===== config.mk =====
export PLATFORM = sky130hd
export DESIGN_NAME = sha256_csa_final_adder_flat
export DESIGN_NICKNAME = d
export VERILOG_FILES = /design/src/rtl/sha256_pkg.sv /design/src/rtl/sha256_csa_final_adder_if.sv /design/src/rtl/csa_4_2_row.sv /design/src/rtl/sha256_csa_final_adder.sv /design/src/flat_wrapper.sv
export SDC_FILE = /design/constraint.sdc
export NUM_CORES = 1
export LEC_CHECK = 0
export BUFFER_PORTS_ARGS = -buffer_cell sky130_fd_sc_hd__buf_4
export CORE_MARGIN = 3
export CORE_UTILIZATION = 46
export DETAILED_ROUTE_END_ITERATION = 7
export PLACE_DENSITY = 0.69
export SYNTH_ARGS = -nofsm -noshare
export SYNTH_HDL_FRONTEND = slang
export SYNTH_SLANG_ARGS = --single-unit

===== constraint.sdc =====
create_clock -name clk -period 7.1 [get_ports clk]
set_input_delay 1.065 -clock clk [delete_from_list [all_inputs] [get_ports clk]]
set_output_delay 1.065 -clock clk [all_outputs]
set_load 0.005 [all_outputs]

===== src/rtl/sha256_pkg.sv =====
// sha256_pkg: shared word and round-tag types for the SHA-256 datapath
package sha256_pkg;
  localparam int SHA_WORD_W = 32;
  localparam int ROUND_TAG_W = 6;
  typedef logic [SHA_WORD_W-1:0] word_t;
  typedef logic [ROUND_TAG_W-1:0] round_tag_t;
endpackage


===== src/rtl/sha256_csa_final_adder_if.sv =====
// sha256_csa_final_adder_if: operand-in / result-out valid-ready bundle for the T1 adder
interface sha256_csa_final_adder_if
  import sha256_pkg::*;
#(
  parameter int WIDTH = SHA_WORD_W,
  parameter int TAG_W = ROUND_TAG_W
);
  logic             in_valid;
  logic             in_ready;
  logic [WIDTH-1:0] in_a;
  logic [WIDTH-1:0] in_b;
  logic [WIDTH-1:0] in_c;
  logic [WIDTH-1:0] in_d;
  logic [WIDTH-1:0] in_e;
  logic [TAG_W-1:0] in_tag;
  logic             out_valid;
  logic             out_ready;
  logic [WIDTH-1:0] out_sum;
  logic [TAG_W-1:0] out_tag;
  modport slave (
    input  in_valid, in_a, in_b, in_c, in_d, in_e, in_tag, out_ready,
    output in_ready, out_valid, out_sum, out_tag
  );
  modport master (
    output in_valid, in_a, in_b, in_c, in_d, in_e, in_tag, out_ready,
    input  in_ready, out_valid, out_sum, out_tag
  );
endinterface


===== src/rtl/csa_4_2_row.sv =====
// csa_4_2_row: WIDTH-wide chain of 4:2 compressors; carry output is pre-shifted and truncated
module csa_4_2_row #(
  parameter int WIDTH = 32
) (
  input  logic [WIDTH-1:0] a,
  input  logic [WIDTH-1:0] b,
  input  logic [WIDTH-1:0] c,
  input  logic [WIDTH-1:0] d,
  output logic [WIDTH-1:0] sum,
  output logic [WIDTH-1:0] carry
);
  logic [WIDTH-1:0] s1, co, cin, cy;
  // inner cout depends only on a,b,c, so the cout->cin chain never ripples
  always_comb begin
    s1    = a ^ b ^ c;
    co    = (a & b) | (a & c) | (b & c);
    cin   = co << 1;
    sum   = s1 ^ d ^ cin;
    cy    = (s1 & d) | (s1 & cin) | (d & cin);
    carry = cy << 1;
  end
endmodule


===== src/rtl/sha256_csa_final_adder.sv =====
// sha256_csa_final_adder: 3-stage pipelined 5-operand mod-2^WIDTH adder (4:2 + 3:2 reduce, split CPA)
module sha256_csa_final_adder
  import sha256_pkg::*;
#(
  parameter int WIDTH = SHA_WORD_W,
  parameter int SPLIT = 16,
  parameter int TAG_W = ROUND_TAG_W
) (
  input logic clk,
  input logic rst_n,
  sha256_csa_final_adder_if.slave bus
);
  localparam int HI = WIDTH - SPLIT;
  logic adv0, adv1, adv2, ld0, ld1, ld2;
  logic [WIDTH-1:0] s0, c0, s_st, c_st;
  logic [SPLIT:0] low;
  logic [HI-1:0] high;
  logic v0_q, v0_d, v1_q, v1_d, v2_q, v2_d;
  logic [WIDTH-1:0] s_q, s_d, c_q, c_d, sum_q, sum_d;
  logic [TAG_W-1:0] tag0_q, tag0_d, tag1_q, tag1_d, tag2_q, tag2_d;
  logic [SPLIT-1:0] lo_q, lo_d;
  logic cy_q, cy_d;
  logic [HI-1:0] shi_q, shi_d, chi_q, chi_d;
  csa_4_2_row #(.WIDTH(WIDTH)) u_row (
    .a(bus.in_a), .b(bus.in_b), .c(bus.in_c), .d(bus.in_d),
    .sum(s0), .carry(c0)
  );
  always_comb begin
    adv2   = !v2_q || bus.out_ready;
    adv1   = !v1_q || adv2;
    adv0   = !v0_q || adv1;
    ld0    = adv0 && bus.in_valid;
    ld1    = adv1 && v0_q;
    ld2    = adv2 && v1_q;
    s_st   = s0 ^ c0 ^ bus.in_e;
    c_st   = ((s0 & c0) | (s0 & bus.in_e) | (c0 & bus.in_e)) << 1;
    low    = {1'b0, s_q[SPLIT-1:0]} + {1'b0, c_q[SPLIT-1:0]};
    high   = shi_q + chi_q + {{(HI-1){1'b0}}, cy_q};
    v0_d   = adv0 ? bus.in_valid : v0_q;
    v1_d   = adv1 ? v0_q : v1_q;
    v2_d   = adv2 ? v1_q : v2_q;
    s_d    = ld0 ? s_st : s_q;
    c_d    = ld0 ? c_st : c_q;
    tag0_d = ld0 ? bus.in_tag : tag0_q;
    lo_d   = ld1 ? low[SPLIT-1:0] : lo_q;
    cy_d   = ld1 ? low[SPLIT] : cy_q;
    shi_d  = ld1 ? s_q[WIDTH-1:SPLIT] : shi_q;
    chi_d  = ld1 ? c_q[WIDTH-1:SPLIT] : chi_q;
    tag1_d = ld1 ? tag0_q : tag1_q;
    sum_d  = ld2 ? {high, lo_q} : sum_q;
    tag2_d = ld2 ? tag1_q : tag2_q;
  end
  always_ff @(posedge clk or negedge rst_n) begin
    if (!rst_n) begin
      v0_q   <= 1'b0;
      v1_q   <= 1'b0;
      v2_q   <= 1'b0;
      s_q    <= '0;
      c_q    <= '0;
      tag0_q <= '0;
      lo_q   <= '0;
      cy_q   <= 1'b0;
      shi_q  <= '0;
      chi_q  <= '0;
      tag1_q <= '0;
      sum_q  <= '0;
      tag2_q <= '0;
    end else begin
      v0_q   <= v0_d;
      v1_q   <= v1_d;
      v2_q   <= v2_d;
      s_q    <= s_d;
      c_q    <= c_d;
      tag0_q <= tag0_d;
      lo_q   <= lo_d;
      cy_q   <= cy_d;
      shi_q  <= shi_d;
      chi_q  <= chi_d;
      tag1_q <= tag1_d;
      sum_q  <= sum_d;
      tag2_q <= tag2_d;
    end
  end
  assign bus.in_ready  = adv0;
  assign bus.out_valid = v2_q;
  assign bus.out_sum   = sum_q;
  assign bus.out_tag   = tag2_q;
endmodule


===== src/flat_wrapper.sv =====
// flat-port wrapper written by rule: the top's interface ports become plain ports
module sha256_csa_final_adder_flat import sha256_pkg::*;
#(
  parameter int WIDTH = SHA_WORD_W,
  parameter int SPLIT = 16,
  parameter int TAG_W = ROUND_TAG_W
)
  (clk, rst_n, bus_in_valid, bus_in_a, bus_in_b, bus_in_c, bus_in_d, bus_in_e, bus_in_tag, bus_out_ready, bus_in_ready, bus_out_valid, bus_out_sum, bus_out_tag);
  sha256_csa_final_adder_if #(.WIDTH(WIDTH), .TAG_W(TAG_W)) bus_i ();
  input logic clk;
  input logic rst_n;
  input wire logic [$bits(bus_i.in_valid)-1:0] bus_in_valid;
  input wire logic [$bits(bus_i.in_a)-1:0] bus_in_a;
  input wire logic [$bits(bus_i.in_b)-1:0] bus_in_b;
  input wire logic [$bits(bus_i.in_c)-1:0] bus_in_c;
  input wire logic [$bits(bus_i.in_d)-1:0] bus_in_d;
  input wire logic [$bits(bus_i.in_e)-1:0] bus_in_e;
  input wire logic [$bits(bus_i.in_tag)-1:0] bus_in_tag;
  input wire logic [$bits(bus_i.out_ready)-1:0] bus_out_ready;
  output wire logic [$bits(bus_i.in_ready)-1:0] bus_in_ready;
  output wire logic [$bits(bus_i.out_valid)-1:0] bus_out_valid;
  output wire logic [$bits(bus_i.out_sum)-1:0] bus_out_sum;
  output wire logic [$bits(bus_i.out_tag)-1:0] bus_out_tag;
  assign bus_i.in_valid = bus_in_valid;
  assign bus_i.in_a = bus_in_a;
  assign bus_i.in_b = bus_in_b;
  assign bus_i.in_c = bus_in_c;
  assign bus_i.in_d = bus_in_d;
  assign bus_i.in_e = bus_in_e;
  assign bus_i.in_tag = bus_in_tag;
  assign bus_i.out_ready = bus_out_ready;
  assign bus_in_ready = bus_i.in_ready;
  assign bus_out_valid = bus_i.out_valid;
  assign bus_out_sum = bus_i.out_sum;
  assign bus_out_tag = bus_i.out_tag;
  sha256_csa_final_adder #(.WIDTH(WIDTH), .SPLIT(SPLIT), .TAG_W(TAG_W)) u_core (.clk(clk), .rst_n(rst_n), .bus(bus_i));
endmodule

==> impl_metrics.csv, run 1 <==
group,metric,value,unit
final_layout,nNetsFinal,1200,
final_layout,antenna_cells,0,
place,port_buffers,209,
clock_tree,hold_buffers,0,
clock_tree,root_buffer,"clkbuf_16",
worst_setup_path,cp_cell_sequence,"buf_4 > nor2b_1 > nand3_1 > buf_4",
detailed_routing,wirelength,18.7,mm
logic_synthesis,netlist_area,9450,µm²
pwr,switchingPower,1.62,mW
pwr,p_clk_frac,0.204,
pwr,internal_power,3.00,mW
worst_setup_path,rr_endpoint,"u_core.bus.out_sum[30]",
place,place_ws,3.96,ns
final_layout,area_delta_synth_final,25.7,%
worst_hold_path,min_to,"u_core.lo_q[13]",
worst_setup_path,crit_path_end_kind,"output pin",
worst_hold_path,hold_depth,2,
sta,fmax,362,MHz
worst_setup_path,cp.depth,4,
logic_synthesis,synth.yosys.seq_area_share,0.437,
logic_synthesis,synth_edf_count,0,
sta,rsz0062_at_grt,"false",
worst_setup_path,crit_required,6.03,ns
global_routing,track_usage,0.177,
global_routing,grt_start_max_net_pins,90,
pwr,powerDensity,389,nW/µm²
sta,finClkSkew,0.0132,ns
pwr,swShare,0.350,
sta,tightest_slew,0.993,ns
logic_synthesis,ys_ff_latch,165,
pwr,power_leakage,5.35,nW
worst_setup_path,critPathSlowestCell,"nand3_1",
flow_run,drv_cap,0,
pwr,p_total,4.62,mW
logic_synthesis,ys_top_cells_by_count,"dfrtp_1, mux2_2, fa_1",
logic_synthesis,synth_ff_type,"dfrtp_1",
clock_tree,clock-sinks,165,
pwr,seq_power_share,0.340,
worst_setup_path,path_buf_inv,2,
detailed_routing,dr.pass1.iters,4,
worst_setup_path,reg2reg_from,"u_core.chi_q[0]",
worst_hold_path,hp-class,"reg -> reg",
logic_synthesis,syn_inst,701,
worst_setup_path,reg2reg_slack,4.40,ns
logic_synthesis,synth_nets,996,
sta,maxSlewHeadroom,0.338,
die,start_util,0.476,
clock_tree,cts_resized,0,
sta,hold_viol,0,
sta,finalSetupViolations,0,
pwr,ir_drop,160,µV
worst_setup_path,critPathMaxFanout,3,
clock_tree,h-tree-depth,4,
logic_synthesis,ys_top_cells_by_area,"dfrtp_1, fa_1, mux2_2",
sta,period_needed,2.76,ns
logic_synthesis,synth-async-reset-ratio,1.00,
worst_setup_path,critical-path-top-delay-family,"simple AND/OR/NAND/NOR gates",
detailed_routing,final_antenna_net_count,0,
logic_synthesis,syn_area_per_cell,13.5,µm²
global_routing,grt_pass1_vias,6544,
detailed_routing,drcViolationCount,0,
detailed_routing,drtIter0Drc,268,
logic_synthesis,synth_top_area_share,0.437,
pwr,combPwrFrac,0.456,
die,die_x,149,µm
clock_tree,cts_made_buffers,17,
worst_setup_path,cp_common_cell,"buf_4",
logic_synthesis,yosysMostFrequentCell,"dfrtp_1",
logic_synthesis,synth.distinct_cells,42,
outcome,status,"complete, no violations",
sta,fin_tns_setup,0,ns
clock_tree,clk_path_buf_depth,2,
clock_tree,clkLatencyLatePin,0.41,ns
global_routing,gr-total-overflow,0,
clock_tree,clk_pin_slew,0.05,ns
place,placed_cell_area,11300,µm²
worst_setup_path,critPathMaxStageDelay,0.19,ns
worst_setup_path,worstRegToRegCells,9,
sta,fin_ws,4.34,ns
final_layout,drive_gt1_frac,0.412,
global_routing,grt_pass1_wl,31.5,mm
die,rows,51,
detailed_routing,post_drt_wl_per_cell,15.8,µm
worst_setup_path,critPathKind,"in -> out",
logic_synthesis,yosys.area.top_type,"dfrtp_1",
die,fp.dieH,149,µm
die,dieArea,22300,µm²
sta,final_max_slew_viol_count,0,
sta,timing.final.crit_share,0.389,
place,gp_congestion,0.846,
clock_tree,cts_setup_buffers,0,
worst_setup_path,cp.arrival,1.70,ns
clock_tree,tritoncts,"built",
die,core,19800,µm²
die,io_pins,210,
logic_synthesis,yosysWarnings,0,
detailed_routing,num_vias,6151,
place,dp_hpwl,14.1,mm
worst_setup_path,start_kind,"input pin",
detailed_routing,vias_per_cell,5.20,
worst_hold_path,hold_path.startpoint,"u_core.lo_q[13]",
final_layout,fin_area,11900,µm²
global_routing,antenna_found_initial,0,
final_layout,fillers,1628,
==> power by group through the flow <==
| stage | Clock (mW) | Combinational [mW] | Sequential, mW |
|---|---|---|---|
| 6_report | 0.942 | 2.11 | 1.57 |
| 5_1_grt | 1.01 | 2.40 | 1.63 |
| 4_1_cts | 0.967 | 2.13 | 1.58 |
| 3_5_place_dp | 0 | 2.12 | 1.59 |
| 3_3_place_gp | 0 | 2.07 | 1.58 |
| 2_1_floorplan | 0 | 1.49 | 1.53 |
==> state kept, by name, indices dropped and copies added, names as in the netlist <==
register	count
u_core.tag0_q	6
u_core.c_q	31
u_core.shi_q	16
u_core.v1_q	1
u_core.bus.out_sum	32
u_core.tag1_q	6
u_core.bus.out_tag	6
u_core.chi_q	16
u_core.bus.out_valid	1
u_core.lo_q	16
u_core.v0_q	1
u_core.cy_q	1
u_core.s_q	32
==> layout make-up <==
cell class / count / area (µm²) / share of cell area
Clock inverter: 11 / 149 / 0.0125
Clock buffer: 20 / 457 / 0.0385
Sequential cell: 165 / 4130 / 0.348
Tap cell: 265 / 332 / 0.0279
Timing Repair Buffer: 212 / 1600 / 0.134
Inverter: 14 / 52.6 / 0.00442
Multi-Input combinational cell: 495 / 5160 / 0.435
==> metrics by stage <==
stage,utilization,cells,hold WS [ns]
2_1_floorplan,-,701,0.444
3_3_place_gp,0.568,1151,0.459
3_5_place_dp,0.568,1151,0.466
4_1_cts,0.598,1182,0.480
5_1_grt,0.598,1182,0.511
6_report,0.598,1182,0.471
==> cell usage in the layout (no fill, tap or decap), drive strengths merged, types with 2 or more instances in the layout <==
master and instances:
o21ai 43, clkbuf 20, o41ai 4, mux2 128, a31oi 5, nand3 5
clkinv 4, clkinvlp 2, and3 2, nand2b 8, xor2 10, a21oi 17
nor2b 2, nand2 51, dfrtp 165, nor2 16, o21bai 3, ha 31
buf 212, fa 94, xnor2 15, o211ai 4, a211o 2, nand4 3
a21o 12, bufinv 3, a211oi 8, inv 16, o31ai 10, o21a 7
nor3 6
==> worst max-delay path by stage <==
stage | start | end | slack (ns)
CTS | bus_out_ready | bus_in_ready | 4.33
finish | bus_out_ready | bus_in_ready | 4.34
global route | u_core.chi_q[0] | u_core.bus.out_sum[30] | 4.17
global placement | bus_in_c[25] | u_core.s_q[25] | 3.98
detailed placement | bus_in_c[25] | u_core.s_q[26] | 3.96
floorplan | bus_in_c[1] | u_core.s_q[2] | 4.28
==> metal layers <==
layer  wire (µm)  part of all wire  global-route usage
met1        8400              0.45               0.243
met2        9170              0.49               0.290
met3         881             0.047              0.0349
met4         207             0.011              0.0485
met5           0                 0                   0
==> worst reg2reg max path, delay by kind of cell (launching register included) <==
kind                       cells  cell delay [ns]
xor gates and xnor gates       1             0.24
and+or+nand+nor                1             0.06
buffers and inverters          1             0.09
adders and majority gates      2             0.74
AOI/OAI and AO/OA              4             1.02
DFF                            1             0.40
==> cells by family after synthesis <==
| kind of cell | synth area share |
|---|---|
| buf+inv | 0.0179 |
| simple gates | 0.0464 |
| compound gates | 0.0828 |
| xor+xnor | 0.0232 |
| fa+ha+maj | 0.240 |
| flops | 0.437 |
| mux | 0.153 |
Power figures use the tool's default switching activity.
==> run 2, diff against run 1 <==
==> constraint.sdc (replaced) <==
create_clock -name clk -period 2.55 [get_ports clk]
set_input_delay 0.3825 -clock clk [delete_from_list [all_inputs] [get_ports clk]]
set_output_delay 0.3825 -clock clk [all_outputs]
set_load 0.005 [all_outputs]
==> run 2 against run 1 <==
Clock power grew to 2.9 times the previous value. Critical endpoint is now u_core.bus.out_sum[26]. Register-to-register slack got worse by 4.2 ns. Largest power group unchanged. Clock skew shrank 0.00065 ns. Hold slack worse by 0.29 ns. Core utilization increased by 1.0 points. Largest cell class unchanged.
==> impl_metrics.csv, run 2 (synthesized netlist as in run 1, its figures left out) <==
group,metric,value,unit
outcome,status,"complete, no violations",
die,start_util,0.476,
final_layout,layout_commonest_cell,"buf_4",
final_layout,fin_area,12100,µm²
clock_tree,root_buffer,"clkbuf_16",
final_layout,drive_gt1_frac,0.424,
final_layout,area_delta_synth_final,27.9,%
place,placed_cell_area,11400,µm²
global_routing,grt_pass1_vias,6498,
pwr,powerDensity,1090,nW/µm²
place,dp.cells,1163,
die,rows,51,
detailed_routing,dr.pass1.iters,4,
clock_tree,tritoncts,"built",
sta,maxSlewHeadroom,0.583,
sta,tightest_slew,0.626,ns
worst_setup_path,crit_path_end_kind,"flop",
flow_run,drv_cap,0,
clock_tree,clk_path_buf_depth,2,
pwr,ir_drop,471,µV
sta,finalSetupViolations,0,
die,io_pins,210,
die,core,19800,µm²
sta,fin_tns_setup,0,ns
place,dp_hpwl,14.7,mm
detailed_routing,drtIter0Drc,264,
die,fp.dieH,149,µm
die,die_x,149,µm
global_routing,grt_start_max_net_pins,73,
worst_setup_path,crit_required,2.88,ns
global_routing,track_usage,0.178,
place,port_buffers,209,
global_routing,gr-total-overflow,0,
detailed_routing,wirelength,19.1,mm
sta,finClkSkew,0.0126,ns
sta,timing.final.crit_share,0.940,
sta,hold_viol,0,
clock_tree,clock-sinks,165,
final_layout,stdcell_count,1196,
final_layout,fin_util,0.609,
worst_setup_path,critPathKind,"reg -> reg",
sta,final_max_slew_viol_count,0,
detailed_routing,vias_per_cell,5.15,
final_layout,layout_common_cells,"buf_4, dfrtp_1, mux2_2",
clock_tree,clk_pin_slew,0.07,ns
detailed_routing,final_antenna_net_count,0,
final_layout,antenna_cells,0,
global_routing,grt_pass1_wl,31.6,mm
die,dieArea,22300,µm²
detailed_routing,drcViolationCount,0,
worst_setup_path,start_kind,"flop",
detailed_routing,num_vias,6164,
final_layout,nNetsFinal,1213,
clock_tree,cts_setup_buffers,0,
global_routing,antenna_found_initial,0,
sta,rsz0062_at_grt,"false",
place,gp_congestion,0.812,
pwr,p_total,13.2,mW
clock_tree,cts_made_buffers,17,
detailed_routing,post_drt_wl_per_cell,15.9,µm
sta,fmax,417,MHz
pwr,power_leakage,5.45,nW
worst_setup_path,critPathMaxFanout,5,
clock_tree,clkLatencyLatePin,0.43,ns
clock_tree,h-tree-depth,4,
sta,period_needed,2.40,ns
worst_setup_path,cp.arrival,2.73,ns
worst_hold_path,hp-class,"in -> reg",
run 2: cell count changes in the layout (fill, tap and decap cells not counted), moves of 2 or more:
cell      before  now
inv_6          1    3
clkinv_4       1    4
buf_12         0    4
buf_4        211  219
run 2: per-stage QoR:
stage	setup slack (ns)	hold slack, ns
finish	0.153	0.179
global route	0.0194	0.169
CTS	0.0917	0.155
detailed placement	0.109	0.432
global placement	0.171	0.430
floorplan	0.273	0.0869
run 2: layer usage:
layer	part of all wire	GRT usage	vias to the layer above
li1	-	-	2893
met1	0.45	0.253	3099
met5	0	0	-
met2	0.48	0.282	151
met4	0.014	0.0522	0
met3	0.051	0.0359	21
run 2: final timing paths:
check | from | slack (ns) | end | cells past startpoint
worst min register to register | u_core.lo_q[14] | 0.48 | u_core.lo_q[14] | 2
min in group asynchronous | rst_n | 0.53 | u_core.bus.out_sum[20] | 2
worst max-delay path | u_core.chi_q[0] | 0.15 | u_core.bus.out_sum[26] | 9
worst max register to register | u_core.chi_q[0] | 0.15 | u_core.bus.out_sum[26] | 9
worst min-delay path | bus_in_valid | 0.18 | u_core.v0_q | 2
max in group asynchronous | rst_n | 1.33 | u_core.s_q[2] | 3
run 2: worst max-delay path: stages, from the launching register on:
cell and delay (ns):
dfrtp_1 0.40, fa_1 0.46, inv_1 0.09, fa_2 0.23, nor2b_4 0.05, o31a_4 0.31
o41ai_4 0.25, a21boi_1 0.13, o21a_1 0.19, o31ai_1 0.20
run 2: report_power, final:
group          internal (mW)  switching, mW  total, mW
clock                   1.68           1.07       2.75
sequential              3.76          0.635       4.39
combinational           3.10           2.92       6.02
run 2: area by class of cell:
type / count / area [µm²]
inverter: 14 / 52.6
multi-input combinational: 495 / 5180
clock buffer: 18 / 439
tap: 265 / 332
sequential: 165 / 4130
fill: 1628 / 7760
timing repair buffer: 225 / 1750
clock inverter: 14 / 199
run 2: what timing repair did:
action | CTS | global route
gates resized for setup | 0 | 4
endpoints found under the hold margin | 59 | 0
endpoints found under the setup margin | 0 | 5
hold buffers | 1 | 0
==> run 3, diff against run 2 <==
--- a/config.mk
+++ b/config.mk
@@ -6,6 +6,7 @@
 export NUM_CORES = 1
 export LEC_CHECK = 0
 export BUFFER_PORTS_ARGS = -buffer_cell sky130_fd_sc_hd__buf_4
+export CORE_ASPECT_RATIO = 1.5
 export CORE_MARGIN = 3
 export CORE_UTILIZATION = 46
 export DETAILED_ROUTE_END_ITERATION = 7
==> constraint.sdc (replaced) <==
create_clock -name clk -period 3.05 [get_ports clk]
set_input_delay 0.4575 -clock clk [delete_from_list [all_inputs] [get_ports clk]]
set_output_delay 0.4575 -clock clk [all_outputs]
set_load 0.005 [all_outputs]
==> run 3 against run 2 <==
First-iteration DRC count is 13% lower. Total power is 19% lower. Sequential share of layout area grew 0.50 points. Setup slack better by 0.39 ns. Global-route usage grew 0.34 points. Core utilization down 1.2 points. Clock skew down 0.00061 ns. Die area rose by 0.16%. Design area fell by 1.5%. Critical path depth stayed put.
==> impl_metrics.csv, run 3 (synthesized netlist as in run 1, its figures left out) <==
group,metric,value,unit
clock_tree,clk_pin_slew,0.07,ns
sta,timing.final.crit_share,0.823,
detailed_routing,post_drt_wl_per_cell,16.3,µm
global_routing,grt_pass1_vias,6731,
clock_tree,h-tree-depth,4,
die,io_pins,210,
final_layout,layout_commonest_cell,"buf_4",
final_layout,fin_area,11900,µm²
worst_setup_path,critPathMaxFanout,5,
worst_hold_path,hp-class,"in -> async",
sta,finClkSkew,0.0120,ns
sta,period_needed,2.51,ns
clock_tree,cts_setup_buffers,0,
die,start_util,0.474,
place,gp_congestion,0.894,
final_layout,drive_gt1_frac,0.416,
clock_tree,root_buffer,"clkbuf_16",
detailed_routing,dr.pass1.iters,4,
global_routing,track_usage,0.182,
global_routing,gr-total-overflow,0,
pwr,power_leakage,5.37,nW
clock_tree,cts_made_buffers,17,
die,fp.dieH,182,µm
worst_setup_path,critPathKind,"reg -> reg",
die,core,19900,µm²
detailed_routing,vias_per_cell,5.21,
pwr,ir_drop,415,µV
global_routing,grt_start_max_net_pins,71,
clock_tree,cts_resized,0,
place,dp.cells,1151,
flow_run,drv_cap,0,
sta,final_max_slew_viol_count,0,
outcome,status,"complete, no violations",
sta,tightest_slew,0.752,ns
sta,fin_tns_setup,0,ns
final_layout,antenna_cells,0,
place,port_buffers,209,
detailed_routing,wirelength,19.3,mm
final_layout,nNetsFinal,1205,
detailed_routing,drcViolationCount,0,
die,dieArea,22300,µm²
pwr,p_total,10.6,mW
worst_setup_path,cp.arrival,2.79,ns
detailed_routing,final_antenna_net_count,0,
sta,hold_viol,0,
worst_setup_path,crit_path_end_kind,"flop",
final_layout,fin_util,0.597,
sta,hold_slack,0.0534,ns
die,rows,63,
clock_tree,clock-sinks,165,
sta,finalSetupViolations,0,
clock_tree,clkLatencyLatePin,0.42,ns
final_layout,area_delta_synth_final,26.0,%
sta,fin_ws,0.540,ns
clock_tree,tritoncts,"built",
place,place_ws,0.528,ns
global_routing,grt_pass1_wl,31.9,mm
worst_setup_path,start_kind,"flop",
place,placed_cell_area,11300,µm²
die,die_x,123,µm
global_routing,antenna_found_initial,0,
detailed_routing,num_vias,6160,
clock_tree,clk_path_buf_depth,2,
final_layout,stdcell_count,1183,
place,dp_hpwl,15.1,mm
sta,fmax,398,MHz
worst_setup_path,reg2reg_slack,0.54,ns
sta,rsz0062_at_grt,"false",
detailed_routing,drtIter0Drc,231,
worst_setup_path,crit_required,3.33,ns
sta,maxSlewHeadroom,0.497,
final_layout,layout_common_cells,"buf_4, dfrtp_1, mux2_2",
pwr,powerDensity,894,nW/µm²
clock_tree,hold_buffers,0,
-- run 3: cell types whose count changed in the layout (fill, tap and decap cells not counted), sizes merged --
cell         before  now
buf             224  217
dlygate4sd3       1    0
clkinvlp          1    2
bufinv            4    1
inv              17   18
clkbuf           18   19
-- run 3: layout make-up --
| type | instances | area (µm²) |
|---|---|---|
| Fill cell | 1630 | 8040 |
| Multi-Input combinational cell | 495 | 5160 |
| Sequential cell | 165 | 4130 |
| Timing Repair Buffer | 217 | 1670 |
| Clock buffer | 19 | 443 |
| Tap cell | 260 | 325 |
| Clock inverter | 13 | 124 |
| Inverter | 14 | 52.6 |
-- run 3: where the power goes --
part	internal (mW)	total, mW	switching, mW
Clock	1.16	2.06	0.898
Sequential	3.14	3.68	0.541
Combinational	2.53	4.91	2.38
-- run 3: worst paths after layout --
kind / start / to / cells after the start
setup / recovery: u_core.chi_q[0] / u_core.bus.out_sum[30] / 9
hold / removal: rst_n / u_core.s_q[22] / 1
max in group asynchronous: rst_n / u_core.chi_q[15] / 2
min in group clk: bus_in_valid / u_core.v0_q / 2
hold reg to reg: u_core.lo_q[6] / u_core.lo_q[6] / 2
setup reg to reg: u_core.chi_q[0] / u_core.bus.out_sum[30] / 9
-- run 3: metal layers --
layer / part of all wire / wire [µm] / global-route usage
met1: 0.37 / 7130 / 0.205
met2: 0.57 / 10900 / 0.335
met3: 0.047 / 910 / 0.0449
met4: 0.016 / 302 / 0.0519
met5: 0 / 0 / 0
-- run 3: worst max-delay path, cell delays in order (launching register included) --
cell	delay (ns)
dfrtp_1	0.40
fa_1	0.49
inv_1	0.10
fa_1	0.25
nor2b_4	0.06
o31a_4	0.30
o31ai_1	0.35
o21ai_0	0.18
xnor2_1	0.16
o21ai_0	0.08
